<file path="config.mk">
export PLATFORM = sky130hd
export DESIGN_NAME = a2d_sched
export DESIGN_NICKNAME = d
export VERILOG_FILES = /design/src/rtl/a2d_sched.sv
export SDC_FILE = /design/constraint.sdc
export NUM_CORES = 1
export LEC_CHECK = 0
export BUFFER_PORTS_ARGS = -buffer_cell sky130_fd_sc_hd__clkbuf_2
export CORE_ASPECT_RATIO = 0.6
export CORE_UTILIZATION = 45
export DETAILED_ROUTE_END_ITERATION = 12
export PLACE_DENSITY = 0.71
export SLEW_MARGIN = 20
export SYNTH_ARGS = -nofsm -noshare
export SYNTH_HDL_FRONTEND = slang
export SYNTH_SLANG_ARGS = --single-unit
</file>
<file path="constraint.sdc">
create_clock -name clk -period 1.78 [get_ports clk]
set_input_delay 0.178 -clock clk [delete_from_list [all_inputs] [get_ports clk]]
set_output_delay 0.178 -clock clk [all_outputs]
set_load 0.03 [all_outputs]
</file>
<file path="src/rtl/a2d_sched.sv">
// a2d_sched: owns the shared SPI master in front of the ADC128S. It round-robins
// conversions over the four Segway channels and slots in one-shot host conversions.
// Each conversion is two SPI transactions: the first selects the channel, and the
// second returns the sample.
// Optional build macro: A2D_AVG_EN adds a 2-tap IIR (old + new + 1) >> 1 on the
// round-robin results.

module a2d_sched #(
  parameter logic [2:0]  CH_LFT   = 3'd0,
  parameter logic [2:0]  CH_RGHT  = 3'd4,
  parameter logic [2:0]  CH_STEER = 3'd5,
  parameter logic [2:0]  CH_BATT  = 3'd6,
  parameter int unsigned GAP_CYC  = 2
) (
  input  logic        clk,
  input  logic        rst_n,
  input  logic        nxt,
  output logic        wrt,
  output logic [15:0] cmd,
  input  logic        done,
  input  logic [15:0] rd_data,
  output logic [11:0] lft_ld,
  output logic [11:0] rght_ld,
  output logic [11:0] steer_pot,
  output logic [11:0] batt,
  output logic        rr_vld,
  input  logic        host_req,
  input  logic [2:0]  host_chnl,
  output logic        host_ack,
  output logic [11:0] host_data,
  output logic        busy
);

  typedef enum logic [2:0] {StIdle, StCmd, StWait1, StGap, StRead, StWait2, StStore} state_t;

  state_t      r_state, w_state_nxt;
  logic        w_start_host, w_start_rr;
  logic [2:0]  w_rr_chnl, w_chnl;
  logic [11:0] w_store;
  logic        r_src_host, r_last_host, r_pend;
  logic [1:0]  r_rr_ptr;
  logic [3:0]  r_gap_cnt;
  logic [11:0] r_sample;
  logic [15:0] r_cmd;
  logic        r_wrt, r_rr_vld, r_host_ack, r_busy;
  logic [11:0] r_lft, r_rght, r_steer, r_batt, r_host_data;
  logic        w_unused;

  // Upper status bits of the ADC frame carry no data
  assign w_unused = ^rd_data[15:12];

  // Slot lookup for the round-robin pointer
  always_comb begin
    w_rr_chnl = CH_LFT;
    case (r_rr_ptr)
      2'd0: w_rr_chnl = CH_LFT;
      2'd1: w_rr_chnl = CH_RGHT;
      2'd2: w_rr_chnl = CH_STEER;
      default: w_rr_chnl = CH_BATT;
    endcase
  end

  // Next-state and grant decision; after a host conversion a waiting RR slot goes first.
  // host_req is ignored during the ack cycle since the host has not yet seen the ack.
  always_comb begin
    w_state_nxt  = r_state;
    w_start_host = 1'b0;
    w_start_rr   = 1'b0;
    case (r_state)
      StIdle: begin
        if (host_req && !r_host_ack && !(r_last_host && (r_pend || nxt))) begin
          w_start_host = 1'b1;
          w_state_nxt  = StCmd;
        end else if (nxt || r_pend) begin
          w_start_rr  = 1'b1;
          w_state_nxt = StCmd;
        end
      end
      StCmd:   w_state_nxt = StWait1;
      StWait1: if (done) w_state_nxt = StGap;
      StGap:   if (r_gap_cnt == 4'(GAP_CYC - 1)) w_state_nxt = StRead;
      StRead:  w_state_nxt = StWait2;
      StWait2: if (done) w_state_nxt = StStore;
      StStore: w_state_nxt = StIdle;
      default: w_state_nxt = StIdle;
    endcase
  end

  assign w_chnl = w_start_host ? host_chnl : w_rr_chnl;

`ifdef A2D_AVG_EN
  logic [11:0] w_old;
  logic [12:0] w_sum;
  logic [3:0]  r_first;

  // Rounded average with the held value; the first sample after reset is taken raw
  always_comb begin
    w_old = r_lft;
    case (r_rr_ptr)
      2'd0: w_old = r_lft;
      2'd1: w_old = r_rght;
      2'd2: w_old = r_steer;
      default: w_old = r_batt;
    endcase
    w_sum   = {1'b0, w_old} + {1'b0, r_sample} + 13'd1;
    w_store = r_first[r_rr_ptr] ? r_sample : w_sum[12:1];
  end
`else
  assign w_store = r_sample;
`endif

  // FSM state, gap counter, pending flag and registered strobes
  always_ff @(posedge clk or negedge rst_n) begin
    if (!rst_n) begin
      r_state     <= StIdle;
      r_gap_cnt   <= 4'd0;
      r_pend      <= 1'b0;
      r_src_host  <= 1'b0;
      r_last_host <= 1'b0;
      r_cmd       <= 16'h0000;
      r_wrt       <= 1'b0;
      r_rr_vld    <= 1'b0;
      r_host_ack  <= 1'b0;
      r_busy      <= 1'b0;
      r_sample    <= 12'h000;
    end else begin
      r_state    <= w_state_nxt;
      r_gap_cnt  <= (r_state == StGap) ? r_gap_cnt + 4'd1 : 4'd0;
      r_wrt      <= (w_state_nxt == StCmd) || (w_state_nxt == StRead);
      r_rr_vld   <= (r_state == StStore) && !r_src_host;
      r_host_ack <= (r_state == StStore) && r_src_host;
      r_busy     <= (w_state_nxt != StIdle) || (r_state == StStore);
      // One pending slot: served pending with a fresh nxt keeps exactly one queued
      if (w_start_rr) r_pend <= r_pend & nxt;
      else if (nxt)   r_pend <= 1'b1;
      if (w_start_host || w_start_rr) begin
        r_cmd       <= {2'b00, w_chnl, 11'h000};
        r_src_host  <= w_start_host;
        r_last_host <= w_start_host;
      end
      if ((r_state == StWait2) && done) r_sample <= rd_data[11:0];
    end
  end

  // Result registers and round-robin pointer, updated only in STORE
  always_ff @(posedge clk or negedge rst_n) begin
    if (!rst_n) begin
      r_rr_ptr    <= 2'd0;
      r_lft       <= 12'h000;
      r_rght      <= 12'h000;
      r_steer     <= 12'h000;
      r_batt      <= 12'h000;
      r_host_data <= 12'h000;
`ifdef A2D_AVG_EN
      r_first     <= 4'hF;
`endif
    end else if (r_state == StStore) begin
      if (r_src_host) begin
        r_host_data <= r_sample;
      end else begin
        case (r_rr_ptr)
          2'd0: r_lft   <= w_store;
          2'd1: r_rght  <= w_store;
          2'd2: r_steer <= w_store;
          default: r_batt <= w_store;
        endcase
        r_rr_ptr <= r_rr_ptr + 2'd1;
`ifdef A2D_AVG_EN
        r_first[r_rr_ptr] <= 1'b0;
`endif
      end
    end
  end

  assign wrt       = r_wrt;
  assign cmd       = r_cmd;
  assign lft_ld    = r_lft;
  assign rght_ld   = r_rght;
  assign steer_pot = r_steer;
  assign batt      = r_batt;
  assign rr_vld    = r_rr_vld;
  assign host_ack  = r_host_ack;
  assign host_data = r_host_data;
  assign busy      = r_busy;

endmodule
</file>
==> flow_metrics.tcl <==
set metrics [dict create \
    synthDistinctLibCells 31 \
    nNetsFinal 387 \
    detail_route.first_pass.iterations 4 \
    synthTopCellsByCount "dfrtp_1 (90), mux2_2 (72), buf_4 (14)" \
    synth_top_area_share_pct 61.2 \
    worstSetupStartpointType "flip-flop" \
    cts-hold-fix-buffers 1 \
    detail_route.wl_per_cell_um 15.5 \
    std_cell_rows 25 \
    worst_path_required_time_ns 2.00 \
    wirelength_um 7270 \
    fillers 658 \
    crit_chain "nor3_4 -> nand2_1 -> buf_4 -> mux2_2" \
    postCtsSetupRepairBufs 0 \
    dr_total_vias 2272 \
    irDropWorstVdd_v 0.000779 \
    fp.dieW_um 119 \
    postCtsResizedCells 0 \
    reg2reg_slack_ns 0.22 \
    grt_usage_pct 18.7 \
    synth.top_cells.by_area "dfrtp_1 (61%), mux2_2 (22%), buf_4 (2.9%)" \
    timing.critical_path.max_delay_family "simple AND/OR/NAND/NOR gates" \
    cellPowerDensity_mw_per_mm2 1520 \
    critPathMaxFanout 11 \
    period_utilization_pct 87.8 \
    synth-seq-area-share_pct 61.2 \
    detail_route.vias_per_cell 4.85 \
    cts_max_level 3 \
    synth-edff-count 0 \
    critPathCaptureType "flip-flop" \
    fraction_of_registers_with_async_set_reset_pct 100 \
    setup_repair_after_global_routing_missed_its_margin "no" \
    cells_after_synth 253 \
    antenna-diode-count 0 \
    die_area_mm2 0.00855 \
    initialDrtViolationCount 59 \
    core_region_area_mm2 0.00788 \
    cts_root_buffer "clkbuf_16" \
    io_buffer_count 86 \
    place.gp.congestion 0.765 \
    synth_warnings 0 \
    overflow 0 \
    clk_latency_ns 0.33 \
    worst_path_largest_cell_delay_ns 0.43 \
    totalNegativeSetupSlack_ns 0 \
    timing_worst_setup_path_type "flip-flop to flip-flop" \
    route.antenna.remaining_nets 0 \
    synth.ff_latch_count 90 \
    syn_area_per_cell_um2 14.5 \
    outcome "finished clean" \
    max-cap-violations 0 \
    starting_density_of_the_core_pct 46.7 \
    tightest_hold_check_type "input port to flip-flop" \
    cts.sinks 90 \
    max_slew_margin_pct 67.1 \
    place_area_mm2 0.00425 \
    layout-drive-gt1-share_pct 52.8 \
    flow.area_growth_from_synthesis_pct 23.6 \
    timing.fmax_mhz 640 \
    min_period_ns 1.56 \
    synthDominantAreaCellType "dfrtp_1" \
    die-height_um 72.0 \
    io_pins 104 \
    number_of_global_route_vias_before_repair 2336 \
    pin_count_of_the_biggest_net_entering_global_routing 41 \
    clkSlewWorstSetupHoldPaths_ns 0.06 \
    yosys_most_used_dff "dfrtp_1" \
    design_area_mm2 0.00455 \
    maxSlewViolCount 0 \
    antenna_violations_before_repair 0 \
    setup_viol 0 \
    grt_first_pass_wirelength_um 11900 \
    route.detailed.drc 0 \
    syn_area_mm2 0.00368 \
    max_slew.worst_pin.slew_ns 0.488 \
    cp_data_arrival_time_ns 1.78 \
    tritoncts_clock_tree "built" \
    worstPathBufferInverterCount 1 \
    crit_path_max_delay_cell_type "dfrtp_1" \
    ctsLongestPathBuffers 2 \
    synth.most_common_cell "dfrtp_1" \
    finalHoldViolCount 0 \
    dpl.hpwl_um 5300 \
    fin_skew_ns 0.00260 \
    total_leakage_power_nw 2.47 \
    tritoncts.num_buffers 9 \
]
-- flip-flops by register name, indices dropped and copies added, names as in the netlist --
name         flops
lft_ld          12
cmd              3
r_gap_cnt        4
r_rr_ptr         2
r_last_host      1
batt            12
rght_ld         12
r_state          3
busy             1
rr_vld           1
r_pend           1
r_sample        12
host_ack         1
host_data       12
wrt              1
steer_pot       12
-- metrics by stage --
stage | setup slack [ns] | hold WS [ns] | instances | total power, mW | utilization (%)
floorplan | 0.326 | -0.118 | 265 | 4.46 | -
global placement | 0.280 | 0.122 | 452 | 5.07 | 53.9
detailed placement | 0.230 | 0.129 | 452 | 5.16 | 53.9
CTS | 0.206 | 0.0627 | 468 | 7.01 | 57.7
global route | 0.0968 | 0.0676 | 468 | 7.33 | 57.7
finish | 0.217 | 0.0749 | 468 | 6.91 | 57.7
-- path summary, 6_finish.rpt --
path | from | to | cells past startpoint
max | r_state[0]$_DFF_PN0_ | rght_ld[10]$_DFFE_PN0P_ | 4
min | rd_data[5] | r_sample[5]$_DFFE_PN0P_ | 2
max reg2reg | r_state[0]$_DFF_PN0_ | rght_ld[10]$_DFFE_PN0P_ | 4
min reg2reg | r_gap_cnt[0]$_DFF_PN0_ | r_gap_cnt[0]$_DFF_PN0_ | 1
max in group asynchronous | rst_n | host_data[7]$_DFFE_PN0P_ | 3
min in group asynchronous | rst_n | r_sample[0]$_DFFE_PN0P_ | 2
-- logic make-up after synthesis --
family | share of synthesized area, %
DFF | 61.2
muxes | 22.8
and+or+nand+nor | 4.45
buffers and inverters | 5.47
AOI/OAI and AO/OA | 2.55
adders and majority gates | 2.65
xor gates and xnor gates | 0.714
other | 0.102
-- cell type report --
class                           instances  area (um2)  area share (%)
Timing Repair Buffer                  103         576            12.7
Sequential cell                        90        2250            49.5
Multi-Input combinational cell        146        1270            28.0
Clock buffer                           14         284            6.24
Clock inverter                          1        7.51           0.165
Tap cell                              108         135            2.97
Inverter                                6        22.5           0.495
-- cells in the final DEF, fill, tap and decap left out, types with 6 or more instances in the layout --
master	count
dfrtp_1	90
nand2_1	8
clkbuf_16	9
buf_4	16
conb_1	13
nor2_1	8
a21oi_1	7
inv_1	6
clkbuf_2	85
ha_1	7
mux2_2	72
-- layer usage --
metal / routed length [um] / GRT usage [%]
met1: 3320 / 24.5
met2: 3360 / 29.2
met3: 535 / 7.47
met4: 54 / 5.06
met5: 0 / 0
-- power breakdown --
| group | total (mW) | switching (mW) | internal, mW |
|---|---|---|---|
| Clock | 1.80 | 0.709 | 1.09 |
| Sequential | 2.99 | 0.419 | 2.57 |
| Combinational | 2.13 | 1.32 | 0.807 |
(Power assumes the default switching activity.)
